## config.mk

```make
export PLATFORM = sky130hd
export DESIGN_NAME = wb_stage
export DESIGN_NICKNAME = d
export VERILOG_FILES = /design/src/rtl/wb_stage.sv
export SDC_FILE = /design/constraint.sdc
export NUM_CORES = 1
export LEC_CHECK = 0
export CAP_MARGIN = 20
export CORE_MARGIN = 2
export CORE_UTILIZATION = 40
export CTS_CLUSTER_DIAMETER = 60
export DETAILED_ROUTE_END_ITERATION = 16
export HOLD_SLACK_MARGIN = 0.1
export PLACE_DENSITY = 0.74
export SKIP_CTS_REPAIR_TIMING = 1
export SYNTH_ARGS = -nofsm -noshare
export SYNTH_HDL_FRONTEND = slang
export SYNTH_SLANG_ARGS = --single-unit
```

## constraint.sdc

```tcl
create_clock -name clk_i -period 2.5 [get_ports clk_i]
set_input_delay 0.375 -clock clk_i [delete_from_list [all_inputs] [get_ports clk_i]]
set_output_delay 0.375 -clock clk_i [all_outputs]
set_load 0.01 [all_outputs]
```

## src/rtl/wb_stage.sv

```systemverilog
// wb_stage: writeback stage of the 5-stage RISC-V pipeline.
// Takes each instruction leaving MEM with its ALU result. For loads it waits
// for the data memory response, then extracts, aligns and extends the returned
// data. Drives a registered register-file write port, a retire pulse and a
// 64-bit retired-instruction counter.
//
// Ports:
//   clk_i, rst_i            clock, synchronous active-high reset
//   valid_i / ready_o       MEM->WB handshake (ready_o low while a load waits)
//   instr_rdata_i           instruction word (opcode, rd, funct3 decoded here)
//   alu_result_i            ALU/CSR/link result
//   addr_lsb_i              load address bits [1:0]
//   data_rvalid_i/rdata_i   data memory read response
//   rf_we_o/waddr_o/wdata_o registered register-file write port
//   retire_o, instret_o     retire pulse and retired-instruction counter
//   err_o                   sticky: stray rvalid or illegal load funct3
module wb_stage #(
    parameter int DATA_WIDTH     = 32,
    parameter int REG_ADDR_WIDTH = 5
) (
    input  logic                      clk_i,
    input  logic                      rst_i,
    input  logic                      valid_i,
    output logic                      ready_o,
    input  logic [31:0]               instr_rdata_i,
    input  logic [DATA_WIDTH-1:0]     alu_result_i,
    input  logic [1:0]                addr_lsb_i,
    input  logic                      data_rvalid_i,
    input  logic [DATA_WIDTH-1:0]     data_rdata_i,
    output logic                      rf_we_o,
    output logic [REG_ADDR_WIDTH-1:0] rf_waddr_o,
    output logic [DATA_WIDTH-1:0]     rf_wdata_o,
    output logic                      retire_o,
    output logic [63:0]               instret_o,
    output logic                      err_o
);

    localparam logic [6:0] OPC_LOAD   = 7'b0000011;
    localparam logic [6:0] OPC_OP     = 7'b0110011;
    localparam logic [6:0] OPC_OPIMM  = 7'b0010011;
    localparam logic [6:0] OPC_LUI    = 7'b0110111;
    localparam logic [6:0] OPC_AUIPC  = 7'b0010111;
    localparam logic [6:0] OPC_JAL    = 7'b1101111;
    localparam logic [6:0] OPC_JALR   = 7'b1100111;
    localparam logic [6:0] OPC_SYSTEM = 7'b1110011;

    typedef enum logic {IDLE, WAIT_LOAD} state_t;

    typedef struct packed {
        logic                      we;
        logic [REG_ADDR_WIDTH-1:0] waddr;
        logic [DATA_WIDTH-1:0]     wdata;
        logic                      retire;
    } wb_t;

    state_t                    state_q, state_d;
    wb_t                       wb_d, wb_q;
    logic                      err_set, ld_capture;
    logic [REG_ADDR_WIDTH-1:0] ld_rd_q;
    logic [2:0]                ld_f3_q;
    logic [1:0]                ld_lsb_q;
    logic [63:0]               instret_q;
    logic                      err_q;

    logic [6:0]                opcode;
    logic [REG_ADDR_WIDTH-1:0] rd;
    logic [2:0]                funct3;
    logic                      accept, is_load;

    assign opcode  = instr_rdata_i[6:0];
    assign rd      = instr_rdata_i[7 +: REG_ADDR_WIDTH];
    assign funct3  = instr_rdata_i[14:12];
    assign ready_o = (state_q == IDLE);
    assign accept  = valid_i && ready_o;
    assign is_load = (opcode == OPC_LOAD);

    function automatic logic writes_rd(input logic [6:0] op, input logic [2:0] f3);
        unique case (op)
            OPC_OP, OPC_OPIMM, OPC_LUI, OPC_AUIPC, OPC_JAL, OPC_JALR: writes_rd = 1'b1;
            OPC_SYSTEM: writes_rd = (f3 != 3'b000);   // CSR ops write, ECALL/EBREAK do not
            default:    writes_rd = 1'b0;
        endcase
    endfunction

    function automatic logic load_legal(input logic [2:0] f3);
        load_legal = f3 inside {3'b000, 3'b001, 3'b010, 3'b100, 3'b101};
    endfunction

    // Halfword select uses lsb[1] only; misalignment is trapped upstream.
    function automatic logic [DATA_WIDTH-1:0] extract(input logic [2:0] f3,
                                                      input logic [1:0] lsb,
                                                      input logic [DATA_WIDTH-1:0] w);
        logic [7:0]  b;
        logic [15:0] h;
        b = w[{lsb, 3'b000} +: 8];
        h = w[{lsb[1], 4'b0000} +: 16];
        unique case (f3)
            3'b000:  extract = {{24{b[7]}}, b};
            3'b001:  extract = {{16{h[15]}}, h};
            3'b010:  extract = w;
            3'b100:  extract = {24'b0, b};
            3'b101:  extract = {16'b0, h};
            default: extract = '0;
        endcase
    endfunction

    // State register
    always_ff @(posedge clk_i) begin
        if (rst_i) state_q <= IDLE;
        else       state_q <= state_d;
    end

    // Next-state logic
    always_comb begin
        state_d = state_q;
        unique case (state_q)
            IDLE:      if (accept && is_load && !data_rvalid_i) state_d = WAIT_LOAD;
            WAIT_LOAD: if (data_rvalid_i) state_d = IDLE;
            default:   state_d = IDLE;
        endcase
    end

    // Output logic: next writeback word, error set, load-field capture
    always_comb begin
        wb_d       = '0;
        err_set    = 1'b0;
        ld_capture = 1'b0;
        unique case (state_q)
            IDLE: begin
                if (accept) begin
                    if (!is_load) begin
                        wb_d.retire = 1'b1;
                        wb_d.we     = writes_rd(opcode, funct3) && (rd != '0);
                    end else if (data_rvalid_i) begin
                        // Response already here: finish the load like an ALU op.
                        wb_d.retire = 1'b1;
                        wb_d.we     = load_legal(funct3) && (rd != '0);
                        err_set     = !load_legal(funct3);
                    end else begin
                        ld_capture = 1'b1;
                    end
                    if (wb_d.we) begin
                        wb_d.waddr = rd;
                        wb_d.wdata = is_load ? extract(funct3, addr_lsb_i, data_rdata_i)
                                             : alu_result_i;
                    end
                end
                // Response with no load to consume it
                if (data_rvalid_i && !(accept && is_load)) err_set = 1'b1;
            end
            WAIT_LOAD: begin
                if (data_rvalid_i) begin
                    wb_d.retire = 1'b1;
                    wb_d.we     = load_legal(ld_f3_q) && (ld_rd_q != '0);
                    err_set     = !load_legal(ld_f3_q);
                    if (wb_d.we) begin
                        wb_d.waddr = ld_rd_q;
                        wb_d.wdata = extract(ld_f3_q, ld_lsb_q, data_rdata_i);
                    end
                end
            end
            default: ;
        endcase
    end

    always_ff @(posedge clk_i) begin
        if (rst_i) begin
            wb_q      <= '0;
            instret_q <= '0;
            err_q     <= 1'b0;
            ld_rd_q   <= '0;
            ld_f3_q   <= '0;
            ld_lsb_q  <= '0;
        end else begin
            wb_q <= wb_d;
            if (wb_d.retire) instret_q <= instret_q + 64'd1;
            if (err_set)     err_q     <= 1'b1;
            if (ld_capture) begin
                ld_rd_q  <= rd;
                ld_f3_q  <= funct3;
                ld_lsb_q <= addr_lsb_i;
            end
        end
    end

    assign rf_we_o    = wb_q.we;
    assign rf_waddr_o = wb_q.waddr;
    assign rf_wdata_o = wb_q.wdata;
    assign retire_o   = wb_q.retire;
    assign instret_o  = instret_q;
    assign err_o      = err_q;

endmodule
```

==> impl_metrics.ini <==
[route]
drc_errors = 0
via_per_inst = 5.77
first_iter_violations = 593
routed-via-count = 7126
avgRoutedWirePerCell_microns = 17.3
wirelength_mm = 21.3
dr.pass1.iters = 5
drtAntennaViolNets = 0

[floorplanning]
initial_utilization_pct = 41.2
pin_count = 207
die_area_sq_mm = 0.0168
coreArea_sq_mm = 0.0153
row_count = 45
die_h_microns = 130
chipWidth_microns = 130

[placement]
place.port_buffers = 189
place_ws_ps = -403
gp_congestion = 0.893
dpl.hpwl_mm = 15.5

[global_route]
gr-total-overflow = 0
grt_pass1_wl_mm = 33.9
antenna_found_initial = 1
grt_max_degree = 85
grt_pass1_vias = 6684
track_usage_pct = 25.2

[clock_tree]
cts_buffers = 17
htree_levels = 4
root_buffer = clkbuf_16
clk_pin_slew_ps = 50
clk_latency_ps = 410
cts_num_sinks = 115
clock_path_buffers = 2
cts_tree = built

[setup_path]
end_kind = flop
r2r_start = instret_o[0]
worstPathArrival_ps = 2750
crit_type = flop to flop
setup.worst_path.start = instret_o[0]
cp.required_ps = 2800
start_kind = flop
r2r_cells = 7
path_max_fanout = 13
timing.rr.end = instret_o[58]
rrSetupSlack_ps = 50

[worst_hold_path]
whs_endpoint = ld_f3_q[1]
hold_class = input port to flop
min-delay-start = rst_i
holdPathStages = 2

[logic_synthesis]
ys_ff_latch = 115
synth_area_sq_mm = 0.00632
yosysUniqueCellTypes = 54
synth-async-reset-ratio_pct = 0
synthesis.nets = 888
postSynthAreaPerCell_sq_um = 8.05
syn_inst = 785
yosysWarnings = 0
synth_edf_count = 0
dominantRegCellSynth = dfxtp_1
ys_seq_area_share_pct = 36.5

[sta]
slew_headroom_pct = 33.1
period_share_pct = 98.0
worst_pin_slew_ps = 996
setup_viol = 0
finalClockSkew_ps = 5.93
rsz0062_at_grt = true
hold_viol = 0
fin_crit_ps = 2450
slew_violations = 0
setup_slack_ps = 49.4
max_freq_mhz = 408

[layout]
final_util_pct = 62.3
multi_input_area_sq_mm = 0.00381
area_growth_pct = 51.0
nFillCells = 1362
drive_gt1_share_pct = 14.7
seqCellArea_sq_mm = 0.00231
nets = 1112

[pwr]
peakVddDrop_mv = 0.487
comb_power_share_pct = 9.7
p_seq_share_pct = 40.0
p_leak_nw = 3.31
p_int_mw = 3.55
switching_share_pct = 23.1
clkPwrFrac_pct = 50.2
p_switching_mw = 1.07
p_per_area_mw_per_mm2 = 484
power_mw = 4.62

[run]
drv_cap = 0

[outcome]
outcome = finished, final reports clean
-- cell families after synthesis --
group           after synthesis  synth area share (%)
flops                       115                  36.5
fa+ha+maj                     1                 0.198
xor+xnor                     20                  2.77
simple gates                324                  27.6
buf+inv                      77                  4.91
mux                          24                  4.48
compound gates              224                  23.6
-- through the flow --
| step | hold WS, ps | instances | cell area (sq um) | TNS, ps |
|---|---|---|---|---|
| 2_1_floorplan | 445 | 785 | 6400 | -36.2 |
| 3_3_place_gp | 455 | 1200 | 8910 | -7900 |
| 3_5_place_dp | 465 | 1201 | 8920 | -8860 |
| 4_1_cts | 213 | 1233 | 9490 | -17.2 |
| 5_1_grt | 228 | 1234 | 9540 | -177 |
| 6_report | 232 | 1234 | 9540 | 0 |
-- power groups by stage --
stage / logic (mW) / clock network [mW] / registers [mW]
final: 0.449 / 2.32 / 1.85
after global routing: 0.483 / 2.43 / 1.85
after CTS: 0.443 / 2.35 / 1.85
after detailed placement: 0.441 / 0 / 1.89
after global placement: 0.436 / 0 / 1.89
after floorplan: 0.172 / 0 / 1.89
-- how the worst max path moves through the flow --
stage	to	cells after the start
after floorplan	instret_o[50]	8
after global placement	instret_o[30]	8
after detailed placement	instret_o[58]	7
after CTS	instret_o[58]	7
after global routing	instret_o[52]	7
final	instret_o[58]	7
-- final cells by class --
type	instances	area share [%]
multi-input cells	593	40.0
repair buffers	266	26.4
flip-flops and latches	115	24.3
clock buffers	23	5.13
well taps	211	2.77
clock inverters	9	0.813
inverters	16	0.630
diodes	1	0.0262
-- registers in the layout (all words and copies together) (netlist names) --
name        cells
rf_we_o         1
ld_f3_q         3
ld_lsb_q        2
err_o           1
rf_wdata_o     32
instret_o      64
rf_waddr_o      5
ld_rd_q         5
state_q         1
retire_o        1
-- routing by layer --
metal  global-route usage, %  vias up  routed length (microns)
met1                    32.6     3336                     9070
met2                    40.9      317                     9760
li1                        -     3428                        -
met4                    9.49        0                      541
met3                    6.15       45                     1920
met5                       0        -                        0
-- cells in the mapped netlist (11+ instances only) --
library cell / n / area share, %
nor3_1: 17 / 1.3
nor2b_1: 20 / 2.0
a211oi_1: 20 / 2.4
and4_1: 11 / 1.5
dfxtp_1: 115 / 36
nand3_1: 32 / 2.5
nand4_1: 25 / 2.5
nand2_1: 65 / 3.9
a21oi_1: 76 / 6.0
a22oi_1: 12 / 1.4
o22ai_1: 18 / 1.8
xnor2_1: 16 / 2.2
o32ai_1: 19 / 2.6
nor4_1: 16 / 1.6
clkbuf_1: 47 / 2.8
a221oi_1: 15 / 2.1
o31ai_1: 23 / 2.7
nor2_1: 65 / 3.9
or4_1: 23 / 2.7
mux2_2: 13 / 2.3
inv_1: 16 / 0.95
o21ai_0: 20 / 1.6
-- critical path: stages (launching register included) --
cell and delay (ps):
dfxtp_4 350, ha_4 130, nand3_2 90, or3b_4 400, or4b_1 530, buf_6 170, nor4_2 280, mux2_2 360
-- placed cells by master, fill, tap and decap left out, types with 8 or more instances in the layout --
cell type	n
inv_1	16
clkbuf_16	18
and3_1	10
mux2i_1	8
a21oi_1	75
buf_4	72
dfxtp_1	110
o32ai_1	19
nor3_1	15
mux2_2	12
nand4_1	25
clkdlybuf4s50_1	188
and4_1	11
o21ai_0	20
o31ai_1	23
nor4_1	9
nor2b_1	20
a221oi_1	15
nand2_1	65
nand2b_1	8
nand3_1	31
nor2_1	65
xnor2_1	16
a22oi_1	12
or3_1	9
or4_1	23
o22ai_1	18
a211oi_1	20
(Power assumes the default switching activity.)
